File: src/rtl/if_axis_tx.sv
// CPU-writable byte FIFO drained onto an 8-bit AXI-Stream master.
// A small register window provides TXDATA push, STATUS and CTRL.
module if_axis_tx #(
    parameter logic [31:0] BASE_ADDR  = 32'hE4000000,
    parameter int          DEPTH_LOG2 = 4
) (
    input  logic        axis_aclk_i,
    input  logic        axis_aresetn_i,
    input  logic [31:0] addr_i,
    input  logic [31:0] data_i,
    input  logic        data_w_i,
    output logic [31:0] data_o,
    output logic        data_access_o,
    input  logic        m_axis_tready_i,
    output logic        m_axis_tvalid_o,
    output logic [7:0]  m_axis_tdata_o
);

    localparam int                    DEPTH      = 1 << DEPTH_LOG2;
    localparam logic [DEPTH_LOG2:0]   FULL_COUNT = (DEPTH_LOG2 + 1)'(DEPTH);
    localparam logic [5:0]            OFF_TXDATA = 6'h00;
    localparam logic [5:0]            OFF_STATUS = 6'h01;
    localparam logic [5:0]            OFF_CTRL   = 6'h02;

    logic [7:0]            r_mem [DEPTH];
    logic [DEPTH_LOG2-1:0] r_wr_ptr;
    logic [DEPTH_LOG2-1:0] r_rd_ptr;
    logic [DEPTH_LOG2:0]   r_count;
    logic                  r_ovf;
    logic                  r_en;
    logic                  r_lock;
    logic [31:0]           r_data;

    logic        w_hit;
    logic [5:0]  w_offset;
    logic        w_empty;
    logic        w_full;
    logic        w_valid;
    logic        w_pop;
    logic        w_push_req;
    logic        w_push;
    logic        w_overflow;
    logic        w_ctrl_wr;
    logic [31:0] w_status;
    logic [31:0] w_rdata;
    logic        w_unused_bits;

    assign w_hit         = (addr_i[31:8] == BASE_ADDR[31:8]);
    assign w_offset      = addr_i[7:2];
    assign w_empty       = (r_count == '0);
    assign w_full        = (r_count == FULL_COUNT);
    assign w_unused_bits = &{1'b0, addr_i[1:0], data_i[31:8]};

    // r_lock keeps a presented beat valid after en is cleared, until it is taken.
    assign w_valid    = (r_en | r_lock) & ~w_empty;
    assign w_pop      = w_valid & m_axis_tready_i;
    assign w_push_req = w_hit & data_w_i & (w_offset == OFF_TXDATA);
    assign w_push     = w_push_req & (~w_full | w_pop);
    assign w_overflow = w_push_req & w_full & ~w_pop;
    assign w_ctrl_wr  = w_hit & data_w_i & (w_offset == OFF_CTRL);

    assign data_access_o   = w_hit;
    assign data_o          = r_data;
    assign m_axis_tvalid_o = w_valid;
    assign m_axis_tdata_o  = w_empty ? 8'h00 : r_mem[r_rd_ptr];

    always_comb begin
        w_status                     = '0;
        w_status[0]                  = w_empty;
        w_status[1]                  = w_full;
        w_status[2]                  = r_ovf;
        w_status[8 +: DEPTH_LOG2+1]  = r_count;
    end

    always_comb begin
        w_rdata = '0;
        case (w_offset)
            OFF_STATUS: w_rdata = w_status;
            OFF_CTRL:   w_rdata = {31'd0, r_en};
            default:    w_rdata = '0;
        endcase
    end

    always_ff @(posedge axis_aclk_i) begin
        if (w_push) begin
            r_mem[r_wr_ptr] <= data_i[7:0];
        end
    end

    always_ff @(posedge axis_aclk_i or negedge axis_aresetn_i) begin
        if (!axis_aresetn_i) begin
            r_wr_ptr <= '0;
            r_rd_ptr <= '0;
            r_count  <= '0;
        end else begin
            if (w_push) begin
                r_wr_ptr <= r_wr_ptr + 1'b1;
            end
            if (w_pop) begin
                r_rd_ptr <= r_rd_ptr + 1'b1;
            end
            if (w_push && !w_pop) begin
                r_count <= r_count + 1'b1;
            end else if (!w_push && w_pop) begin
                r_count <= r_count - 1'b1;
            end
        end
    end

    // A new overflow wins over a clear on the same edge.
    always_ff @(posedge axis_aclk_i or negedge axis_aresetn_i) begin
        if (!axis_aresetn_i) begin
            r_ovf  <= 1'b0;
            r_en   <= 1'b0;
            r_lock <= 1'b0;
        end else begin
            if (w_overflow) begin
                r_ovf <= 1'b1;
            end else if (w_ctrl_wr && data_i[1]) begin
                r_ovf <= 1'b0;
            end
            if (w_ctrl_wr) begin
                r_en <= data_i[0];
            end
            r_lock <= w_valid & ~w_pop;
        end
    end

    always_ff @(posedge axis_aclk_i or negedge axis_aresetn_i) begin
        if (!axis_aresetn_i) begin
            r_data <= '0;
        end else if (w_hit && !data_w_i) begin
            r_data <= w_rdata;
        end
    end

endmodule

File: config.mk
export PLATFORM = sky130hd
export DESIGN_NAME = if_axis_tx
export DESIGN_NICKNAME = d
export VERILOG_FILES = /design/src/rtl/if_axis_tx.sv
export SDC_FILE = /design/constraint.sdc
export NUM_CORES = 1
export LEC_CHECK = 0
export CAP_MARGIN = 20
export CORE_UTILIZATION = 53
export DETAILED_ROUTE_END_ITERATION = 7
export HOLD_SLACK_MARGIN = 0.03
export PLACE_DENSITY = 0.8
export REMOVE_ABC_BUFFERS = 1
export SYNTH_ARGS = -nofsm -noshare
export SYNTH_HDL_FRONTEND = slang
export SYNTH_SLANG_ARGS = --single-unit
File: constraint.sdc
create_clock -name axis_aclk_i -period 3.55 [get_ports axis_aclk_i]
set_input_delay 0.355 -clock axis_aclk_i [delete_from_list [all_inputs] [get_ports axis_aclk_i]]
set_output_delay 0.355 -clock axis_aclk_i [all_outputs]
set_load 0.005 [all_outputs]
==> results of run 1 <==
-- path summary, 6_finish.rpt --
kind                                           end  depth (start not counted)
setup / recovery            r_count[4]$_DFFE_PN0P_                         11
hold / removal              data_o[11]$_DFFE_PN0P_                          1
setup reg to reg            r_count[4]$_DFFE_PN0P_                         11
hold reg to reg              data_o[0]$_DFFE_PN0P_                          1
max in group asynchronous  r_rd_ptr[0]$_DFFE_PN0N_                          2
min in group axis_aclk_i     data_o[0]$_DFFE_PN0P_                          1
-- flip-flops by register name, indices dropped and copies added (netlist names) --
register,count
r_mem,128
data_o,8
r_count,5
r_rd_ptr,4
r_wr_ptr,4
r_en,1
r_lock,1
r_ovf,1
-- critical path, delay by kind of cell --
kind	cells	cell delay (ns)
multiplexers	1	0.24
AND/OR/NAND/NOR	3	0.95
AO/OA/AOI/OAI	2	0.38
buffers and inverters	2	0.56
XOR/XNOR	1	0.13
adder cells (fa/ha/maj)	2	0.65
-- through the flow --
step                total power, mW  cell area, µm²  utilization, %
floorplan                     1.986            6431               -
global placement              2.059            7306           60.57
detailed placement            2.062            7306           60.57
CTS                           3.854            7906           65.55
global route                  3.946            7921           65.67
finish                        3.836            7921           65.67
-- cells by family (layout without fill, tap and decap cells) --
logic type	Yosys count	in the layout	synth area share [%]
AO/OA/AOI/OAI	18	18	1.725
multiplexers	61	61	15.43
adder cells (fa/ha/maj)	10	10	2.010
XOR/XNOR	10	10	1.327
buffers and inverters	52	112	4.532
flip-flops	152	152	67.35
other	1	24	0.05683
AND/OR/NAND/NOR	68	68	7.566
-- cell usage in the layout, fill, tap and decap left out, types with 9 or more instances in the layout --
cell               n
ha_1               9
conb_1            24
and3_1            16
mux4_2            32
dfrtp_1           23
inv_1             12
mux2i_1           23
clkdlybuf4s50_1   59
clkbuf_16         17
edfxtp_1         128
nand2_1           12
-- routing by layer --
| metal | up-vias | GRT usage, % | share of wire (%) |
|---|---|---|---|
| met1 | 1743 | 25.85 | 41 |
| met2 | 129 | 34.76 | 52 |
| met3 | 13 | 6.270 | 6.4 |
| li1 | 1554 | - | - |
| met4 | 0 | 7.193 | 0.94 |
| met5 | - | 0 | 0 |
-- power groups by stage --
stage                     combinational (mW)  sequential [mW]  clock [mW]
final                                 0.0911             1.94        1.81
after global routing                  0.0991             1.94        1.91
after CTS                             0.0896             1.94        1.83
after detailed placement              0.0893             1.97           0
after global placement                0.0863             1.97           0
after floorplan                       0.0123             1.97           0
-- area by class of cell --
class / instances / area (µm²) / share of cell area (%)
Tap cell: 168 / 210.2 / 2.654
Sequential cell: 152 / 4446 / 56.12
Clock buffer: 23 / 478.0 / 6.034
Multi-Input combinational cell: 191 / 1942 / 24.51
Timing Repair Buffer: 68 / 678.2 / 8.561
Inverter: 12 / 45.04 / 0.5686
Clock inverter: 9 / 122.6 / 1.548
-- synth_stat cells (all sizes together) (2+ instances only) --
cell type	number	share of area (%)
edfxtp	128	58
buf	32	3.4
mux4	32	11
dfrtp	24	9.1
mux2i	23	3.5
and3	16	1.5
inv	12	0.68
nand2	12	0.68
nor4	10	1.7
ha	9	1.7
clkbuf	8	0.46
o22ai	8	0.76
xnor2	7	0.93
mux2	6	1.0
nor2	5	0.28
nor2b	4	0.38
nor3	4	0.47
a21oi	3	0.23
and4b	3	0.46
nand4b	3	0.40
o21ai	3	0.23
xor2	3	0.40
a21o	2	0.23
and2	2	0.19
nand3	2	0.15
==> flow_metrics.tcl, run 1 <==
set metrics [dict create \
    holdWs_ns 0.3013 \
    clock-sinks 152 \
    cts.clk_slew.worst_paths_ns 0.06 \
    initial_core_util_pct 54.71 \
    achievable-frequency_mhz 343.9 \
    antennaDiodeCount 0 \
    arrival_ns 3.25 \
    crit_top_cell "nor4_4" \
    cts_tree "done" \
    wl_um 12030 \
    grt_first_pass_wirelength_um 19290 \
    synth_top_flop_cell "edfxtp_1" \
    hp-class "primary input to async pin" \
    routedWlPerCell_um 19.31 \
    required_ns 3.89 \
    syn2layout_area_growth_pct 20.04 \
    hold_violations 0 \
    maxSlewHeadroom_pct 40.25 \
    fp.dieArea_um2 12900 \
    worst-setup-path-type "primary input to flop" \
    fill_cells 801 \
    pwr-share-clk_pct 47.1 \
    fp.dieH_um 113.6 \
    yosysSeqAreaShare_pct 67.35 \
    combPwrFrac_pct 2.4 \
    route.detailed.drc 0 \
    yosys_warnings 0 \
    core_area_um2 12060 \
    place_ws_ns 0.1979 \
    portBuffers 59 \
    postRouteAntennaNets 0 \
    power_switching_mw 0.6988 \
    synth.cell_area_um2 6599 \
    rows 40 \
    vias_per_cell 5.520 \
    clk-insertion-delay-late_ns 0.41 \
    dpl.hpwl_um 7773 \
    finalSetupViolations 0 \
    grt_antenna_before_repair 0 \
    r2r-start "r_count[1]$_DFFE_PN0P_" \
    crit_path_start "addr_i[20]" \
    cts_hold_buf 0 \
    htree_levels 4 \
    worst_setup_path_start_kind "primary input" \
    stdcell_count 623 \
    crit_fanout 8 \
    post_cts_buffers 0 \
    slowest_stage "clkdlybuf4s50_1" \
    cts_buffers 17 \
    grt_max_degree 33 \
    rsz0062_at_grt "no" \
    cts_buffer_depth 2 \
    max-vdd-ir-drop_v 0.0003177 \
    tightest_slew_ns 0.8962 \
    vias 3439 \
    fin_ws_ns 0.6421 \
    place_inst 590 \
    leakagePower_nw 2.775 \
    gp_congestion 0.7314 \
    synthCells 372 \
    synth_edf_count 128 \
    outcome "finished clean" \
    fin_skew_ns 0.006228 \
    grt_usage_pct 20.76 \
    max_stage_delay_ns 0.44 \
    synth_cell_types 43 \
    grt_overflow_total 0 \
    tns_ns 0 \
    nNetsFinal 520 \
    ioPinCount 110 \
    p_per_area_nw_per_um2 484.3 \
    firstDrtPassIters 4 \
    grt_pass1_vias 3627 \
    slew_violations 0 \
    endpoint_kind "flop" \
    cts.repair.resized 0 \
    pwr-share-seq_pct 50.5 \
    crit_chain "clkdlybuf4s50_1 -> nor4_4 -> nand4_4 -> nor4_4 -> ha_1 -> inv_1 -> fa_1 -> a21o_1 -> a21oi_1 -> mux2i_1 -> xnor2_1" \
    ys_seq_elements 152 \
    avgSynthCellArea_um2 17.74 \
    intPower_mw 3.137 \
    die_w_um 113.6 \
    layout_min_cycle_time_ns 2.908 \
    maxCapViolCount 0 \
    drt_iter0_markers 266 \
    ff2ff_setup_slack_ns 0.77 \
    switching_share_pct 18.22 \
    drive_gt1_share_pct 18.24 \
    fin_crit_sh_pct 81.91 \
    clock-root-buffer "clkbuf_16" \
    async_flop_share_pct 15.79 \
]
No activity file was read; power rests on OpenSTA's default activity.
==> inputs of run 2 (changes only) <==
Settings changed: CORE_UTILIZATION 53 to 48, PLACE_DENSITY 0.8 to 0.76.
Clock period 3.55 ns to 2.41 ns, I/O delays scaled along.
==> flow_metrics.tcl, run 2 (synthesis results as in run 1) <==
set metrics [dict create \
    layout_min_cycle_time_ns 2.440 \
    pwr-share-seq_pct 50.7 \
    nNetsFinal 598 \
    final_area_um2 8765 \
    routedWlPerCell_um 19.94 \
    grt_pass1_vias 4024 \
    antennaDiodeCount 0 \
    max-vdd-ir-drop_v 0.0004501 \
    final_core_util_pct 65.66 \
    vias_per_cell 5.357 \
    stdcell_count 708 \
    worst_setup_path_start_kind "flop" \
    dpl.hpwl_um 9187 \
    fin_skew_ns 0.01125 \
    firstDrtPassIters 4 \
    max_stage_delay_ns 0.41 \
    clock-sinks 152 \
    grt_antenna_before_repair 0 \
    drt_iter0_markers 280 \
    initial_core_util_pct 49.44 \
    multi_input_comb_area_um2 2062 \
    finalSetupViolations 1 \
    achievable-frequency_mhz 409.9 \
    maxCapViolCount 0 \
    leakagePower_nw 3.411 \
    fin_ws_ns -0.02953 \
    ioPinCount 110 \
    fp.dieArea_um2 14220 \
    fill_cells 930 \
    tns_ns -0.02953 \
    regArea_um2 4446 \
    syn2layout_area_growth_pct 32.82 \
    pwr-share-clk_pct 46.8 \
    switching_share_pct 19.32 \
    p_per_area_nw_per_um2 642.4 \
    arrival_ns 2.74 \
    clock-root-buffer "clkbuf_16" \
    portBuffers 59 \
    cts_hold_buf 0 \
    wl_um 14120 \
    grt_max_degree 23 \
    rsz0062_at_grt "yes" \
    die_w_um 119.3 \
    worst-setup-path-type "flop to flop" \
    p_total_mw 5.631 \
    cpLargestDelayFamily "simple AND/OR/NAND/NOR gates" \
    core_area_um2 13350 \
    fin_crit_sh_pct 101.2 \
    hold_violations 0 \
    gp_congestion 0.7638 \
    crit_chain "nor4_4 -> and3_4 -> nor4_4 -> ha_4 -> inv_4 -> buf_4 -> ha_1 -> a21o_1 -> a21oi_2 -> xor2_1 -> o21ai_1" \
    cts.clk_slew.worst_paths_ns 0.06 \
    hp-class "primary input to async pin" \
    layout_commonest_cell "edfxtp_1" \
    required_ns 2.71 \
    grt_usage_pct 21.24 \
    cts_tree "done" \
    endpoint_kind "flop" \
    htree_levels 4 \
    fp.dieH_um 119.3 \
    tightest_slew_ns 0.6318 \
    clk-insertion-delay-late_ns 0.42 \
    cts_buffers 17 \
    critical_path_buf_inv_count 2 \
    cts_buffer_depth 2 \
    place_ws_ns -0.6646 \
    power_switching_mw 1.088 \
    drive_gt1_share_pct 34.77 \
    violations "negative setup slack" \
    grt_first_pass_wirelength_um 21820 \
    grt_overflow_total 0 \
    place_inst 655 \
    holdWs_ns 0.1837 \
    route.detailed.drc 0 \
    dpl_cell_area_um2 7825 \
    largest_register_ffs 128 \
    intPower_mw 4.543 \
    rows 42 \
    regMostFlops "r_mem" \
    outcome "finished, violations left" \
    postRouteAntennaNets 0 \
    slew_violations 0 \
    layout_common_cells "edfxtp_1, buf_4, mux4_2" \
    crit_fanout 5 \
    slowest_stage "dfrtp_1" \
    maxSlewHeadroom_pct 57.75 \
    combPwrFrac_pct 2.6 \
    crit_top_cell "nor4_4" \
    vias 3793 \
]
run 2: path summary, 6_finish.rpt:
| kind | cells after the start | slack [ns] | to | from |
|---|---|---|---|---|
| worst min register to register | 2 | 0.52 | data_o[2]$_DFFE_PN0P_ | data_o[2]$_DFFE_PN0P_ |
| worst min-delay path | 1 | 0.18 | r_rd_ptr[2]$_DFFE_PN0N_ | axis_aresetn_i |
| min in group axis_aclk_i | 6 | 0.49 | r_ovf$_DFFE_PN0P_ | addr_i[16] |
| worst max-delay path | 11 | -0.03 | r_count[3]$_DFFE_PN0P_ | r_count[1]$_DFFE_PN0P_ |
| worst max register to register | 11 | -0.03 | r_count[3]$_DFFE_PN0P_ | r_count[1]$_DFFE_PN0P_ |
| max in group asynchronous | 2 | 1.63 | r_wr_ptr[0]$_DFFE_PN0P_ | axis_aresetn_i |
run 2: what timing repair did:
item	4_1_cts	5_1_grt
endpoints found under the hold margin	0	0
setup endpoints to repair	11	8
setup buffers	15	8
resized for setup	48	33
pin swaps	19	22
gates cloned	1	0
run 2: area by class of cell:
type	count	share of cell area, %
Timing Repair Buffer	146	16.05
Multi-Input combinational cell	191	23.53
Sequential cell	152	50.72
Clock inverter	12	1.713
Inverter	12	0.5425
Clock buffer	19	4.939
Tap cell	176	2.512
run 2: layer usage:
metal  share of wire, %  track usage [%]  vias up
met2                 54            37.25      153
met3                7.5            5.556       10
li1                   -                -     1715
met4               0.77            5.934        0
met1                 38            25.82     1915
met5                  0                0        -
run 2: worst register-to-register path: stages (launching register included):
cell and delay (ns):
dfrtp_1 0.41, nor4_4 0.41, and3_4 0.28, nor4_4 0.06, ha_4 0.17, inv_4 0.08, buf_4 0.10, ha_1 0.21
a21o_1 0.18, a21oi_2 0.17, xor2_1 0.18, o21ai_1 0.07
run 2: power groups by stage:
stage | combinational [mW] | sequential, mW | clock (mW)
2_1_floorplan | 0.0181 | 2.91 | 0
3_3_place_gp | 0.138 | 2.91 | 0
3_5_place_dp | 0.144 | 2.91 | 0
4_1_cts | 0.146 | 2.85 | 2.68
5_1_grt | 0.157 | 2.85 | 2.79
6_report | 0.144 | 2.85 | 2.63
